### config.mk
export PLATFORM = sky130hd
export DESIGN_NAME = branch_redirect
export DESIGN_NICKNAME = d
export VERILOG_FILES = /design/src/rtl/branch_redirect.sv
export SDC_FILE = /design/constraint.sdc
export NUM_CORES = 1
export LEC_CHECK = 0
export CAP_MARGIN = 25
export CORE_UTILIZATION = 46
export CTS_BUF_LIST = sky130_fd_sc_hd__clkbuf_4 sky130_fd_sc_hd__clkbuf_8
export CTS_CLUSTER_SIZE = 8
export DETAILED_ROUTE_END_ITERATION = 16
export PLACE_DENSITY = 0.88
export SYNTH_ARGS = -nofsm -noshare
export SYNTH_HDL_FRONTEND = slang
export SYNTH_SLANG_ARGS = --single-unit
### constraint.sdc
create_clock -name clk -period 6.4 [get_ports clk]
set_clock_uncertainty 0.2 [all_clocks]
set_input_delay 0.64 -clock clk [delete_from_list [all_inputs] [get_ports clk]]
set_output_delay 0.64 -clock clk [all_outputs]
set_load 0.01 [all_outputs]
### src/rtl/branch_redirect.sv
// rtl/branch_redirect.sv - execute-stage branch/jump redirect with fetch-stall hold
//
// Decides whether the instruction in execute redirects fetch, drives the fetch
// next-PC select and the decode/execute flushes. Defers the redirect while fetch
// is stalled, latches a sticky misaligned-target flag and keeps saturating
// branch statistics.
//
// Ports:
//   clk, reset                   clock, synchronous active-high reset
//   valid_execute                execute stage holds a real instruction
//   branch_execute               conditional branch
//   jump_execute                 JAL
//   jump_reg_execute             JALR
//   funct3_execute               branch condition code
//   rs1_execute, rs2_execute     compare operands
//   pc_plus_imm_execute          PC-relative target (branches, JAL)
//   alu_result_execute           register-relative target (JALR)
//   stall_fetch                  fetch PC register held this cycle
//   pc_source                    fetch next-PC mux select
//   flush_decode, flush_execute  squash decode/execute registers at next edge
//   misaligned_fetch             sticky misaligned-target flag
//   branch_count, taken_count    saturating statistics

`ifndef XLEN
`define XLEN 32
`endif
`ifndef PC_SRC_BITS_COUNT
`define PC_SRC_BITS_COUNT 2
`endif
`ifndef PC_SRC_PC_PLUS_4
`define PC_SRC_PC_PLUS_4 2'd0
`endif
`ifndef PC_SRC_PC_PLUS_IMM
`define PC_SRC_PC_PLUS_IMM 2'd1
`endif
`ifndef PC_SRC_GPR_PLUS_IMM
`define PC_SRC_GPR_PLUS_IMM 2'd2
`endif

module branch_redirect (
   input  logic                          clk,
   input  logic                          reset,
   input  logic                          valid_execute,
   input  logic                          branch_execute,
   input  logic                          jump_execute,
   input  logic                          jump_reg_execute,
   input  logic [2:0]                    funct3_execute,
   input  logic [`XLEN-1:0]              rs1_execute,
   input  logic [`XLEN-1:0]              rs2_execute,
   input  logic [`XLEN-1:0]              pc_plus_imm_execute,
   input  logic [`XLEN-1:0]              alu_result_execute,
   input  logic                          stall_fetch,
   output logic [`PC_SRC_BITS_COUNT-1:0] pc_source,
   output logic                          flush_decode,
   output logic                          flush_execute,
   output logic                          misaligned_fetch,
   output logic [31:0]                   branch_count,
   output logic [31:0]                   taken_count
);

   localparam logic [0:0] IDLE = 1'b0;
   localparam logic [0:0] HOLD = 1'b1;

   logic [0:0]                    state_q, state_d;
   logic [`PC_SRC_BITS_COUNT-1:0] held_sel_q, held_sel_d;
   logic                          held_branch_q, held_branch_d;

   logic                          cond;
   logic                          take;
   logic                          is_cond_branch;
   logic [`XLEN-1:0]              target;
   logic                          misaligned;
   logic [`PC_SRC_BITS_COUNT-1:0] sel;
   logic                          flush;
   logic                          redirect_branch;
   logic                          count_branch;

   always_comb begin
      cond = 1'b0;
      case (funct3_execute)
         3'b000:  cond = (rs1_execute == rs2_execute);
         3'b001:  cond = (rs1_execute != rs2_execute);
         3'b100:  cond = ($signed(rs1_execute) <  $signed(rs2_execute));
         3'b101:  cond = ($signed(rs1_execute) >= $signed(rs2_execute));
         3'b110:  cond = (rs1_execute <  rs2_execute);
         3'b111:  cond = (rs1_execute >= rs2_execute);
         default: cond = 1'b0;
      endcase
   end

   // Jump flags dominate: an instruction flagged both jump and branch is a jump
   // and is neither evaluated nor counted as a taken conditional branch.
   assign take           = valid_execute & (jump_execute | jump_reg_execute | (branch_execute & cond));
   assign is_cond_branch = branch_execute & ~jump_execute & ~jump_reg_execute;
   assign target         = jump_reg_execute ? {alu_result_execute[`XLEN-1:1], 1'b0}
                                            : pc_plus_imm_execute;
   assign misaligned     = take & target[1];
   assign sel            = jump_reg_execute ? `PC_SRC_GPR_PLUS_IMM : `PC_SRC_PC_PLUS_IMM;

   always_comb begin
      pc_source       = `PC_SRC_PC_PLUS_4;
      flush           = 1'b0;
      state_d         = state_q;
      held_sel_d      = held_sel_q;
      held_branch_d   = held_branch_q;
      redirect_branch = 1'b0;
      if (!reset) begin
         case (state_q)
            IDLE: begin
               if (take && !misaligned) begin
                  if (!stall_fetch) begin
                     pc_source       = sel;
                     flush           = 1'b1;
                     redirect_branch = is_cond_branch;
                  end else begin
                     held_sel_d    = sel;
                     held_branch_d = is_cond_branch;
                     state_d       = HOLD;
                  end
               end
            end
            HOLD: begin
               // Execute inputs are frozen by the hazard unit, so only the
               // latched select is replayed; the decision is not recomputed.
               if (!stall_fetch) begin
                  pc_source       = held_sel_q;
                  flush           = 1'b1;
                  redirect_branch = held_branch_q;
                  state_d         = IDLE;
               end
            end
            default: state_d = IDLE;
         endcase
      end
   end

   assign flush_decode  = flush;
   assign flush_execute = flush;
   assign count_branch  = (state_q == IDLE) & valid_execute & branch_execute & ~stall_fetch;

   always_ff @(posedge clk) begin
      if (reset) begin
         state_q          <= IDLE;
         held_sel_q       <= `PC_SRC_PC_PLUS_4;
         held_branch_q    <= 1'b0;
         misaligned_fetch <= 1'b0;
         branch_count     <= 32'd0;
         taken_count      <= 32'd0;
      end else begin
         state_q       <= state_d;
         held_sel_q    <= held_sel_d;
         held_branch_q <= held_branch_d;
         if ((state_q == IDLE) && misaligned)
            misaligned_fetch <= 1'b1;
         if (count_branch && (branch_count != 32'hFFFF_FFFF))
            branch_count <= branch_count + 32'd1;
         if (redirect_branch && (taken_count != 32'hFFFF_FFFF))
            taken_count <= taken_count + 32'd1;
      end
   end

endmodule

==> results <==
- The die area is 0.0101 mm^2.
- Counting flops and latches in the post-synthesis netlist gives 69.
- The detailed-route wire length per cell is 15.1 um.
- The number of filler cells placed in the layout is 760.
- The number of setup buffers added after CTS is 0.
- The flow ran to the end, and the final reports show no timing, DRC or antenna violations.
- Synthesis produced a netlist with a net count of 736.
- Of the available clock period, the critical path in the final layout requires 82.3%.
- The floorplan has 35 rows.
- The count of max-cap constraint violations is 0.
- The worst voltage drop across the vdd grid is 147 uV.
- Traced cell by cell, the critical path runs through clkdlybuf4s50_1 > inv_1 > ha_1 > a21oi_1 > o221ai_1 > a2111oi_0 > nor3b_2 > nor2_1 > mux2_2 > o31a_1 > or3_1 > nor2_1 > clkdlybuf4s50_1.
- Counting every sink on the clock net gives 69.
- The sequential fraction of the synthesis area is 31.0%.
- Dividing total power by cell area gives a power density of 163 mW/mm^2.
- Static timing analysis puts the maximum clock frequency at 0.190 GHz.
- The initial utilization of the core area, before any placement, comes to 47.8%.
- The initial antenna violation count is 0.
- The clock latency on the worst-skew pair is 0.33 ns.
- Dividing the synthesized area by the synthesized cell count gives 7.91 um^2.
- The core utilization of the finished layout is 66.5%.
- For this run, the total global-route usage over all layers was measured as 24.4%.
- The minimum hold slack is 0.290 ns.
- The worst min-delay path category is flip-flop to flip-flop.
- Hold repair after CTS inserted 0 buffers.
- Of all nets on the critical path, the largest fanout is 4.
- The area growth from synthesis to layout is 39.0%.
- Data on the critical path is required at its endpoint by 5.56 ns.
- For this block, the via count after detailed routing is 4,686.
- The antenna diode instance count is 0.
- Of all flip-flops after synthesis, the portion carrying an async set or reset was 0%.
- The remaining antenna violation count is 0.
- The number of different library cells in the post-synthesis netlist is 50.
- In the routed layout, each cell is associated on average with a via count of 5.65.
- Measured along the x axis, the die boundary spans 101 um.
- Once the clock tree was built, the resizer swapped 0 gates to a different size.
- STA classifies the critical path endpoint as a primary output.
- The total overflow reported by the global router is 0.
- The chip height is 101 um.
- At the end of routability-driven placement, the weighted congestion stood at 0.844.
- The predominant post-synthesis flop cell is sky130_fd_sc_hd__dfxtp_1.
- The final wirelength is 12,500 um.
- The cell area after synthesis is 0.00446 mm^2.
- The boundary pin count is 207.
- The clock passes through at most 2 buffers.
- The H-tree generated during clock tree synthesis spans 3 levels.
- The kind of cell with the highest combined delay along the critical path is compound AO/OA/AOI/OAI gates.
- The detailed router's first-iteration violation count is 135.
- The cell with the biggest individual delay on the critical path is sky130_fd_sc_hd__clkdlybuf4s50_1.
- The number of global-route vias before repair is 4,437.
- The critical path's largest stage delay is 0.58 ns.
- The total count of max-transition violations in the final report was 0.
- Data arrives at the worst endpoint at 4.43 ns.
- The synthesized design contains 0 enable-type register cells.
- The number of buffers created by CTS is 9.
- At the pin with the least slew margin, the transition time is 0.889 ns.
- After detailed routing, the number of remaining DRC violations is 0.
- For this run, the post-layout net count is 867.
- The tree is rooted in a sky130_fd_sc_hd__clkbuf_8.
- In this run the static leakage power is 2.32 nW.
- The critical path contains buffers and inverters numbering 3 combined.
- The worst slew slack as a fraction of its limit is 40.3%.
- The core region is 0.00933 mm^2.
- The number of endpoints failing setup at the final stage is 0.
- TritonCTS built the clock tree.
- The worst path needs 5.27 ns of the cycle, external delays included.
- The worst setup path is launched from a primary input.
- Of all cell types, the one taking the most synthesized area is sky130_fd_sc_hd__dfxtp_1.
- The category of the critical setup timing path is primary input to primary output.
- The pin count of the biggest net entering global routing is 75.
- Sorting the synthesized cells by area gives the leading types as sky130_fd_sc_hd__dfxtp_1 (31%), sky130_fd_sc_hd__ha_1 (9.5%), sky130_fd_sc_hd__a21oi_1 (5.2%).
- Once detailed placement completed, the half-perimeter wirelength came to 9320 um.
- After clock tree synthesis, the clock-pin slew on the worst setup and hold paths is 0.08 ns.
- The number of port buffers is 144.
- The fraction of final layout cells sized beyond drive strength 1 is 5.71%.
- Setup repair after global routing left no endpoint under its margin.
- The first-pass iteration count of the detailed router is 4.
- After routing, the total negative slack on setup checks comes to 0 ns.
- The number of failing hold endpoints at the final stage is 0.
- The number of warnings issued by yosys is 0.
- The area share of the largest cell type after synthesis is 31.0%.
- The global-route wire length before repair is 20,100 um.
- In the synthesized netlist, the number of instances is 564.
[final timing paths]
kind,endpoint,slack (ns),from,depth (start not counted)
worst min register to register,held_sel_q[0],0.29,held_sel_q[0],2
worst max-delay path,pc_source[0],1.13,rs2_execute[3],13
worst max register to register,taken_count[17],3.24,taken_count[14],8
worst min-delay path,held_sel_q[0],0.29,held_sel_q[0],2
[where the power goes]
group / switching [mW] / total [mW] / internal [mW]
Clock: 0.166 / 0.435 / 0.270
Combinational: 0.0675 / 0.141 / 0.0739
Sequential: 0.00180 / 0.433 / 0.431
[cells by family (layout without fill, tap and decap cells)]
family | count (synthesis) | count (layout) | synth area share (%)
flops | 69 | 69 | 31.0
xor+xnor | 24 | 24 | 4.71
compound gates | 102 | 102 | 14.5
simple gates | 247 | 247 | 29.6
buf+inv | 71 | 207 | 6.53
mux | 17 | 17 | 4.18
fa+ha+maj | 34 | 34 | 9.53
[Yosys cell counts (all sizes together), types with 2 or more instances]
cell     count
a2111oi      2
a211oi       4
a21oi       46
a41o         3
and2         6
and3        13
and4         5
buf          9
clkbuf      18
dfxtp       69
ha          34
inv         44
mux2        13
mux2i        4
nand2       40
nand2b       2
nand3       28
nand4       25
nor2        53
nor2b       14
nor3        16
nor3b        4
nor4         8
nor4b        3
o2111ai      3
o21a         3
o21ai       16
o311ai       2
o31a         3
o31ai       14
or2          2
or3         11
or4         16
xnor2       10
xor2        14
[state kept, by name (all words and copies together), names as in the netlist]
| signal | count |
|---|---|
| taken_count | 32 |
| branch_count | 32 |
| held_sel_q | 2 |
| state_q | 1 |
| held_branch_q | 1 |
| misaligned_fetch | 1 |
[metal layers]
| metal | share of wire (%) | global-route usage (%) | wire (um) | up-vias |
|---|---|---|---|---|
| met5 | 0 | 0 | 0 | - |
| met2 | 48 | 43.0 | 6060 | 176 |
| li1 | - | - | - | 2297 |
| met1 | 43 | 29.1 | 5350 | 2189 |
| met4 | 2.3 | 9.25 | 293 | 0 |
| met3 | 6.5 | 4.92 | 819 | 24 |
[metrics by stage]
| step | power (mW) | instances | worst slack [ns] | instance area, um^2 |
|---|---|---|---|---|
| after CTS | 1.02 | 829 | 1.11 | 6200 |
| after global routing | 1.05 | 829 | 0.897 | 6200 |
| after detailed placement | 0.583 | 813 | 1.14 | 5960 |
| after floorplan | 0.514 | 564 | 2.11 | 4460 |
| after global placement | 0.576 | 813 | 1.20 | 5960 |
| final | 1.01 | 829 | 1.13 | 6200 |
[cell usage in the layout, fill, tap and decap left out, types with 16 or more instances in the layout]
cell type,count
sky130_fd_sc_hd__clkdlybuf4s50_1,143
sky130_fd_sc_hd__dfxtp_1,69
sky130_fd_sc_hd__nor2_1,53
sky130_fd_sc_hd__a21oi_1,46
sky130_fd_sc_hd__inv_1,44
sky130_fd_sc_hd__nand2_1,40
sky130_fd_sc_hd__ha_1,34
sky130_fd_sc_hd__nand3_1,28
sky130_fd_sc_hd__nand4_1,24
sky130_fd_sc_hd__or4_1,16
sky130_fd_sc_hd__nor3_1,16
sky130_fd_sc_hd__o21ai_0,16
[area by class of cell]
type	count	area, um^2	share of cell area, %
Tap cell	129	161	2.60
Clock buffer	10	138	2.22
Timing Repair Buffer	147	1460	23.5
Sequential cell	69	1380	22.3
Inverter	44	165	2.66
Clock inverter	6	109	1.75
Multi-Input combinational cell	424	2790	45.0
[worst register-to-register path, stage by stage (launching register included)]
cell,delay (ns)
sky130_fd_sc_hd__dfxtp_1,0.44
sky130_fd_sc_hd__nand3_1,0.15
sky130_fd_sc_hd__or4_1,0.54
sky130_fd_sc_hd__nor4_1,0.53
sky130_fd_sc_hd__a31o_2,0.28
sky130_fd_sc_hd__or3_1,0.10
sky130_fd_sc_hd__buf_4,0.36
sky130_fd_sc_hd__nor4b_1,0.15
sky130_fd_sc_hd__mux2_2,0.29
Note: power is estimated with default switching activity, not from simulation.
